[src/rtl/riscv_tag_check_logic.sv]
// DIFT tag check unit: raises a security exception when a tainted operand reaches an enabled use point.
// Optional macro DIFT_TAG_CHECK_PC_CAPTURE_EN adds capture of the violating PC on exc_pc_o.
module riscv_tag_check_logic #(
   parameter int CNT_WIDTH = 16,
   parameter int PC_WIDTH  = 32
) (
   input  logic                 clk,
   input  logic                 rst_n,
   input  logic                 check_valid_i,
   input  logic [2:0]           check_class_i,
   input  logic                 tag_a_i,
   input  logic                 tag_b_i,
   input  logic [PC_WIDTH-1:0]  pc_i,
   input  logic [5:0]           tcr_i,
   input  logic                 exc_ack_i,
   input  logic                 cnt_clear_i,
   output logic                 exc_req_o,
   output logic [2:0]           exc_cause_o,
   output logic [PC_WIDTH-1:0]  exc_pc_o,
   output logic                 halt_o,
   output logic [CNT_WIDTH-1:0] violation_cnt_o
);
   // state   | meaning
   // IDLE    | no exception outstanding, violations are accepted
   // PENDING | exception requested, pipeline halted, waiting for ack
   typedef enum logic {ST_IDLE, ST_PENDING} state_e;

   state_e               state_q, state_d;
   logic [2:0]           cause_q, cause_d;
   logic [CNT_WIDTH-1:0] cnt_q, cnt_d;
   logic                 class_en;
   logic                 tainted;
   logic                 violation;
   logic                 accept;

   always_comb begin
      class_en = 1'b0;
      tainted  = 1'b0;
      case (check_class_i)
         3'd0: begin class_en = tcr_i[0]; tainted = tag_a_i; end
         3'd1: begin class_en = tcr_i[1]; tainted = tag_a_i; end
         3'd2: begin class_en = tcr_i[2]; tainted = tag_a_i | tag_b_i; end
         3'd3: begin class_en = tcr_i[3]; tainted = tag_a_i; end
         3'd4: begin class_en = tcr_i[4]; tainted = tag_a_i; end
         3'd5: begin class_en = tcr_i[5]; tainted = tag_b_i; end
         default: begin class_en = 1'b0; tainted = 1'b0; end
      endcase
   end

   assign violation = check_valid_i & class_en & tainted;
   // Only violations seen in IDLE are latched and counted; the rest are dropped.
   assign accept    = (state_q == ST_IDLE) & violation;

   always_comb begin
      state_d = state_q;
      cause_d = cause_q;
      cnt_d   = cnt_q;
      case (state_q)
         ST_IDLE: begin
            if (accept) begin
               state_d = ST_PENDING;
               cause_d = check_class_i;
            end
         end
         ST_PENDING: begin
            if (exc_ack_i) state_d = ST_IDLE;
         end
         default: state_d = ST_IDLE;
      endcase
      if (cnt_clear_i) begin
         cnt_d = '0;
      end else if (accept && (cnt_q != {CNT_WIDTH{1'b1}})) begin
         cnt_d = cnt_q + 1'b1;
      end
   end

   always_ff @(posedge clk or negedge rst_n) begin
      if (!rst_n) begin
         state_q <= ST_IDLE;
         cause_q <= 3'd0;
         cnt_q   <= '0;
      end else begin
         state_q <= state_d;
         cause_q <= cause_d;
         cnt_q   <= cnt_d;
      end
   end

`ifdef DIFT_TAG_CHECK_PC_CAPTURE_EN
   logic [PC_WIDTH-1:0] pc_q, pc_d;

   assign pc_d = accept ? pc_i : pc_q;

   always_ff @(posedge clk or negedge rst_n) begin
      if (!rst_n) begin
         pc_q <= '0;
      end else begin
         pc_q <= pc_d;
      end
   end

   assign exc_pc_o = pc_q;
`else
   logic unused_pc;
   assign unused_pc = ^pc_i;
   assign exc_pc_o  = '0;
`endif

   assign exc_req_o       = (state_q == ST_PENDING);
   assign halt_o          = (state_q == ST_PENDING);
   assign exc_cause_o     = cause_q;
   assign violation_cnt_o = cnt_q;

endmodule
[config.mk]
export PLATFORM = sky130hd
export DESIGN_NAME = riscv_tag_check_logic
export DESIGN_NICKNAME = d
export VERILOG_FILES = /design/src/rtl/riscv_tag_check_logic.sv
export SDC_FILE = /design/constraint.sdc
export NUM_CORES = 1
export LEC_CHECK = 0
export BUFFER_PORTS_ARGS = -buffer_cell sky130_fd_sc_hd__clkbuf_2
export CORE_MARGIN = 4
export CORE_UTILIZATION = 45
export CTS_BUF_LIST = sky130_fd_sc_hd__clkbuf_16
export DETAILED_ROUTE_END_ITERATION = 10
export PLACE_DENSITY_LB_ADDON = 0.08
export SYNTH_ARGS = -nofsm -noshare
export SYNTH_HDL_FRONTEND = slang
export SYNTH_SLANG_ARGS = --single-unit
export TNS_END_PERCENT = 20
[constraint.sdc]
create_clock -name clk -period 5.6 [get_ports clk]
set_clock_uncertainty 0.2 [all_clocks]
set_input_delay 0.56 -clock clk [delete_from_list [all_inputs] [get_ports clk]]
set_output_delay 0.56 -clock clk [all_outputs]
set_load 0.05 [all_outputs]
# Yosys cells after proc, flatten, opt, wreduce, memory -nomap -nowiden
# Index checks and enable logic that the tools add are counted.
[totals] reg_bits=20 inputBits=48 out_inout_bits=53 elab_cells=27
[op_classes] addsub=1 eq_ne=6 muxes=7 bitwise_logic=5 reduce_logical=5
[op_table] cell="16-bit 2-to-1 mux" n=2
[op_table] cell="16-bit by 1-bit adder with 16-bit output, second input constant" n=1
[op_table] cell="16-bit != test, second input constant" n=1
[op_table] cell="3-bit by 2-bit == test with 1-bit output, second input constant" n=2
[op_table] cell="3-bit == test, second input constant" n=2
[op_table] cell="1-bit one-hot mux with 6 select lines" n=1
[op_table] cell="4-bit OR reduction" n=1
[op_table] cell="1-bit bitwise AND" n=3
[op_table] cell="3-bit by 1-bit == test with 1-bit output, second input constant" n=1
[op_table] cell="3-bit logical NOT" n=1
[op_table] cell="1-bit one-hot mux with 3 select lines" n=1
[op_table] cell="1-bit 2-to-1 mux" n=2
[op_table] cell="1-bit one-hot mux with 2 select lines" n=1
[op_table] cell="2-bit AND reduction" n=1
[op_table] cell="2-bit nonzero test" n=1
[op_table] cell="1-bit logical AND" n=1
[op_table] cell="1-bit NOT" n=1
[op_table] cell="1-bit OR" n=1

# Depth between registers and ports, before layout
[depth] word_depth=8 depth_mapped=9 mapped_depth_nobuf=7

# Worst setup path before layout
# OpenSTA, ideal clock, no wires.
[synth_path] path_kind="register -> register" startpoint="register cnt_q[0], in the netlist violation_cnt_o[0]" endpoint="register cnt_q[7], in the netlist violation_cnt_o[7]" setup_ns=0.128 arrival_ns=2.059 required_time_ns=5.272 path_slack_ns=3.213 path_stages_with_launch=9 n_path_buf=1 period_less_slack_ns=2.387 path_cell_list="dfrtp_1 ha_1 nand2_1 nor4_2 nor2b_1 nor3_2 buf_6 nand3_1 mux2_1"
[synth_via] elab_chain_len=3 word_cells_on_any_way=6 classes_between="1 x add/sub; 1 x eq/ne; 2 x mux; 2 x reduce/logical"
[synth_lines] element="start, declared" line="30" rtl="logic [CNT_WIDTH-1:0] cnt_q, cnt_d;"
[synth_lines] element="start signal, assigned" line="85" rtl="cnt_q <= cnt_d;"
[synth_lines] element="16-bit by 1-bit adder with 16-bit output or 16-bit != test (tied branches)" line="73, 72"
[synth_lines] element="16-bit 2-to-1 mux or 1-bit logical AND (tied branches)" line="72" rtl="end else if (accept && (cnt_q != {CNT_WIDTH{1'b1}})) begin"
[synth_lines] element="16-bit 2-to-1 mux or 2-bit nonzero test (tied branches)"
# Several ways; a longest one is shown, not always the timed one. The select of a mux whose other input is x is not followed.
# A chain may end at the register's enable or synchronous reset.

# Final worst setup path
[layout_path] startpoint="register cnt_q[0], in the netlist violation_cnt_o[0]" endpoint="register cnt_q[4], in the netlist violation_cnt_o[4]"
# The elaborated chain is that of the path after synthesis.

==> results.yml <==
yosys:
  synth.avg_cell_area_um2: 9.33
  post_synth_main_area_contributors: "dfrtp_1 (34%), buf_4 (17%), nor2_1 (4.8%)"
  count_of_flip_flops_with_a_built_in_enable_after_synthesis: 0
  postSynthCellCount: 158
  async_set_or_reset_flop_fraction_in_the_synthesized_netlist: 1.00
  synthFlopType: "dfrtp_1"
  yosys.area.top_type_share: 0.340
  synth_most_common_cell: "buf_4"
  netlist_area_mm2: 0.00147
  post-synth-top-area-cell: "dfrtp_1"
  yosysSeqAreaShare: 0.340
  yosys_warning_count: 0
  post_synth_num_cell_types: 43
  ys_ff_latch: 20
  synth.cells.most_frequent: "buf_4 (33), dfrtp_1 (20), nor2_1 (19)"
clock_tree:
  cts_tree: "yes"
  ctsHtreeMaxLevel: 1
  clk_pin_slew_worst_paths_ns: 0.05
  cts_repair_resize_count: 0
  post_cts.repair.setup_buffers: 0
  clock_path_buffers: 2
  clock-root-buffer: "clkbuf_16"
  clock_sinks: 20
  cts_made_buffers: 3
  cts_hold_buffers: 0
  clk-insertion-delay-late_ns: 0.25
setup_path:
  critical_path.n_buffers_inverters: 1
  reg2reg_setup_slack_ns: 3.20
  critPathTopFamily: "simple AND/OR/NAND/NOR gates"
  crit_path_cell_trace: "ha_1, nand2_1, nor4_2, nor2b_1, nor3_2, buf_4, and4_1, mux2_4"
  critPathSlowestCell: "dfrtp_1"
  worst_ep_arrival_time_ns: 2.32
  setup.worst_path.start_class: "flip-flop"
  kind_of_critical_path: "flip-flop to flip-flop"
  worst_path_largest_cell_delay_ns: 0.41
  rr_startpoint: "violation_cnt_o[0]$_DFFE_PN0P_"
  req_time_crit_path_ns: 5.53
  r2r-end: "violation_cnt_o[4]$_DFFE_PN0P_"
  worst_setup_path_end_kind: "flip-flop"
  critPathMaxFanout: 21
  worst_r2r_path_depth: 8
layout:
  num_antenna_cells: 0
  finish.cell_count_without_fillers: 235
  post_route_cells_drive_above_1_share: 0.288
  final_net_count: 242
  synthToLayoutAreaGrowth_pct: 10.4
sta:
  slew_hr: 0.529
  layout_worst_path_cycle_share: 0.428
  achievable-frequency_mhz: 418
  max_slew.worst_pin.slew_ns: 0.700
  grt_setup_unrepaired: "no"
  layout_min_cycle_time_ns: 2.40
  finalMaxSlewViolations: 0
  fin_setup_tns_ns: 0
  timing.final.setup_violations: 0
  timing.final.hold_violations: 0
global_route:
  number_of_antenna_violations_at_the_first_check_in_global_routing: 0
  globalRouteOverflowTotal: 0
  first_global_vias: 1043
  grt_max_degree: 29
  grt_first_pass_wirelength_um: 4820
  track_usage: 0.143
place:
  place.gp.congestion: 0.740
  placedCellCount: 232
  portBuffers: 36
  post-dp-hpwl_um: 2080
pwr:
  power_switching_uw: 155
  power_frac_comb: 0.292
  power_density_mw_per_mm2: 261
  power.sequential.fraction: 0.374
  fin_total_pwr_uw: 424
  share_clk_of_total_power: 0.334
  static-leakage-power_uw: 0.000828
  p_sw_frac: 0.365
  vdd.ir_drop.worst_mv: 0.259
  internal_power_uw: 269
die:
  coreArea_mm2: 0.00310
  die_area_mm2: 0.00425
  num_rows: 20
  die_h_um: 65.2
  io_pins: 101
  floorplan.initialDensity: 0.475
  die_w_um: 65.2
drt:
  vias_per_cell: 4.80
  drt.antenna.violating_nets: 0
  firstDrtPassIters: 4
  drtIter0Drc: 37
  wire_per_inst_um: 11.8
  remaining_drc_errors: 0
  dr_total_vias: 1129
  detail_route.wirelength_um: 2780
worst_hold_path:
  worstHoldPathType: "input port to asynchronous set/reset pin"
run_status:
  outcome: "complete, no violations"
run:
  timing.max_cap.violations: 0
==> per-stage QoR <==
stage	hold WS (ns)	area (um2)	setup WS [ns]	util
6_report	0.0731	1630	3.20	0.524
5_1_grt	0.114	1630	3.05	0.524
4_1_cts	0.0902	1630	3.20	0.524
3_5_place_dp	0.303	1550	3.06	0.500
3_3_place_gp	0.294	1550	3.07	0.500
2_1_floorplan	0.0644	1590	3.21	-
==> cells in the final DEF (no fill, tap or decap), types with 2 or more instances in the layout <==
cell and n:
nand3_1 6, nand4_1 2, and4_1 2, mux2_1 3, dfrtp_1 20, nand2b_1 4, nor2_1 19, a31o_1 6
clkbuf_16 3, nor2b_1 8, inv_1 3, nand2_1 4, conb_1 32, a211oi_2 2, a21oi_1 6, mux2_4 2
nand4_2 2, mux2_2 4, clkbuf_2 36, and3_1 4
==> power groups by stage <==
stage,Clock [uW],Combinational [uW],Sequential (uW)
3_3_place_gp,0,123,160
3_5_place_dp,0,124,161
6_report,142,124,158
4_1_cts,146,124,159
5_1_grt,155,131,160
2_1_floorplan,0,88.9,192
==> cell families (layout without fill, tap and decap cells) <==
family / after synthesis / count (layout) / share of synthesized area
compound gates: 21 / 21 / 0.106
xor+xnor: 1 / 1 / 0.00594
mux: 10 / 10 / 0.0806
flops: 20 / 20 / 0.340
simple gates: 63 / 63 / 0.258
buf+inv: 41 / 43 / 0.199
fa+ha+maj: 1 / 1 / 0.00849
other cells: 1 / 32 / 0.00254
==> flip-flops by register name (all words and copies together), names as in the netlist <==
| name | count |
|---|---|
| violation_cnt_o | 16 |
| exc_req_o | 1 |
| exc_cause_o | 3 |
==> layer usage <==
layer / routed length, um / up-vias / track usage
li1: - / 555 / -
met1: 1250 / 525 / 0.173
met2: 1250 / 47 / 0.249
met3: 259 / 2 / 0.0410
met4: 19 / 0 / 0.0311
met5: 0 / - / 0
==> worst max path at each step <==
stage                                    from                             end  depth (start not counted)
6_report       violation_cnt_o[0]$_DFFE_PN0P_  violation_cnt_o[4]$_DFFE_PN0P_                          8
3_3_place_gp                 check_class_i[1]  violation_cnt_o[4]$_DFFE_PN0P_                          8
5_1_grt        violation_cnt_o[0]$_DFFE_PN0P_  violation_cnt_o[4]$_DFFE_PN0P_                          8
3_5_place_dp                 check_class_i[1]  violation_cnt_o[4]$_DFFE_PN0P_                          8
2_1_floorplan  violation_cnt_o[0]$_DFFE_PN0P_  violation_cnt_o[7]$_DFFE_PN0P_                          8
4_1_cts        violation_cnt_o[0]$_DFFE_PN0P_  violation_cnt_o[4]$_DFFE_PN0P_                          8
==> cell type report <==
cell class              instances  area (um2)
clock buffers                   3        75.1
fillers                       322        1480
inverters                       3        11.3
multi-input cells             128         797
flip-flops and latches         20         500
well taps                      44        55.1
repair buffers                 37         188
Power figures use the tool's default switching activity.
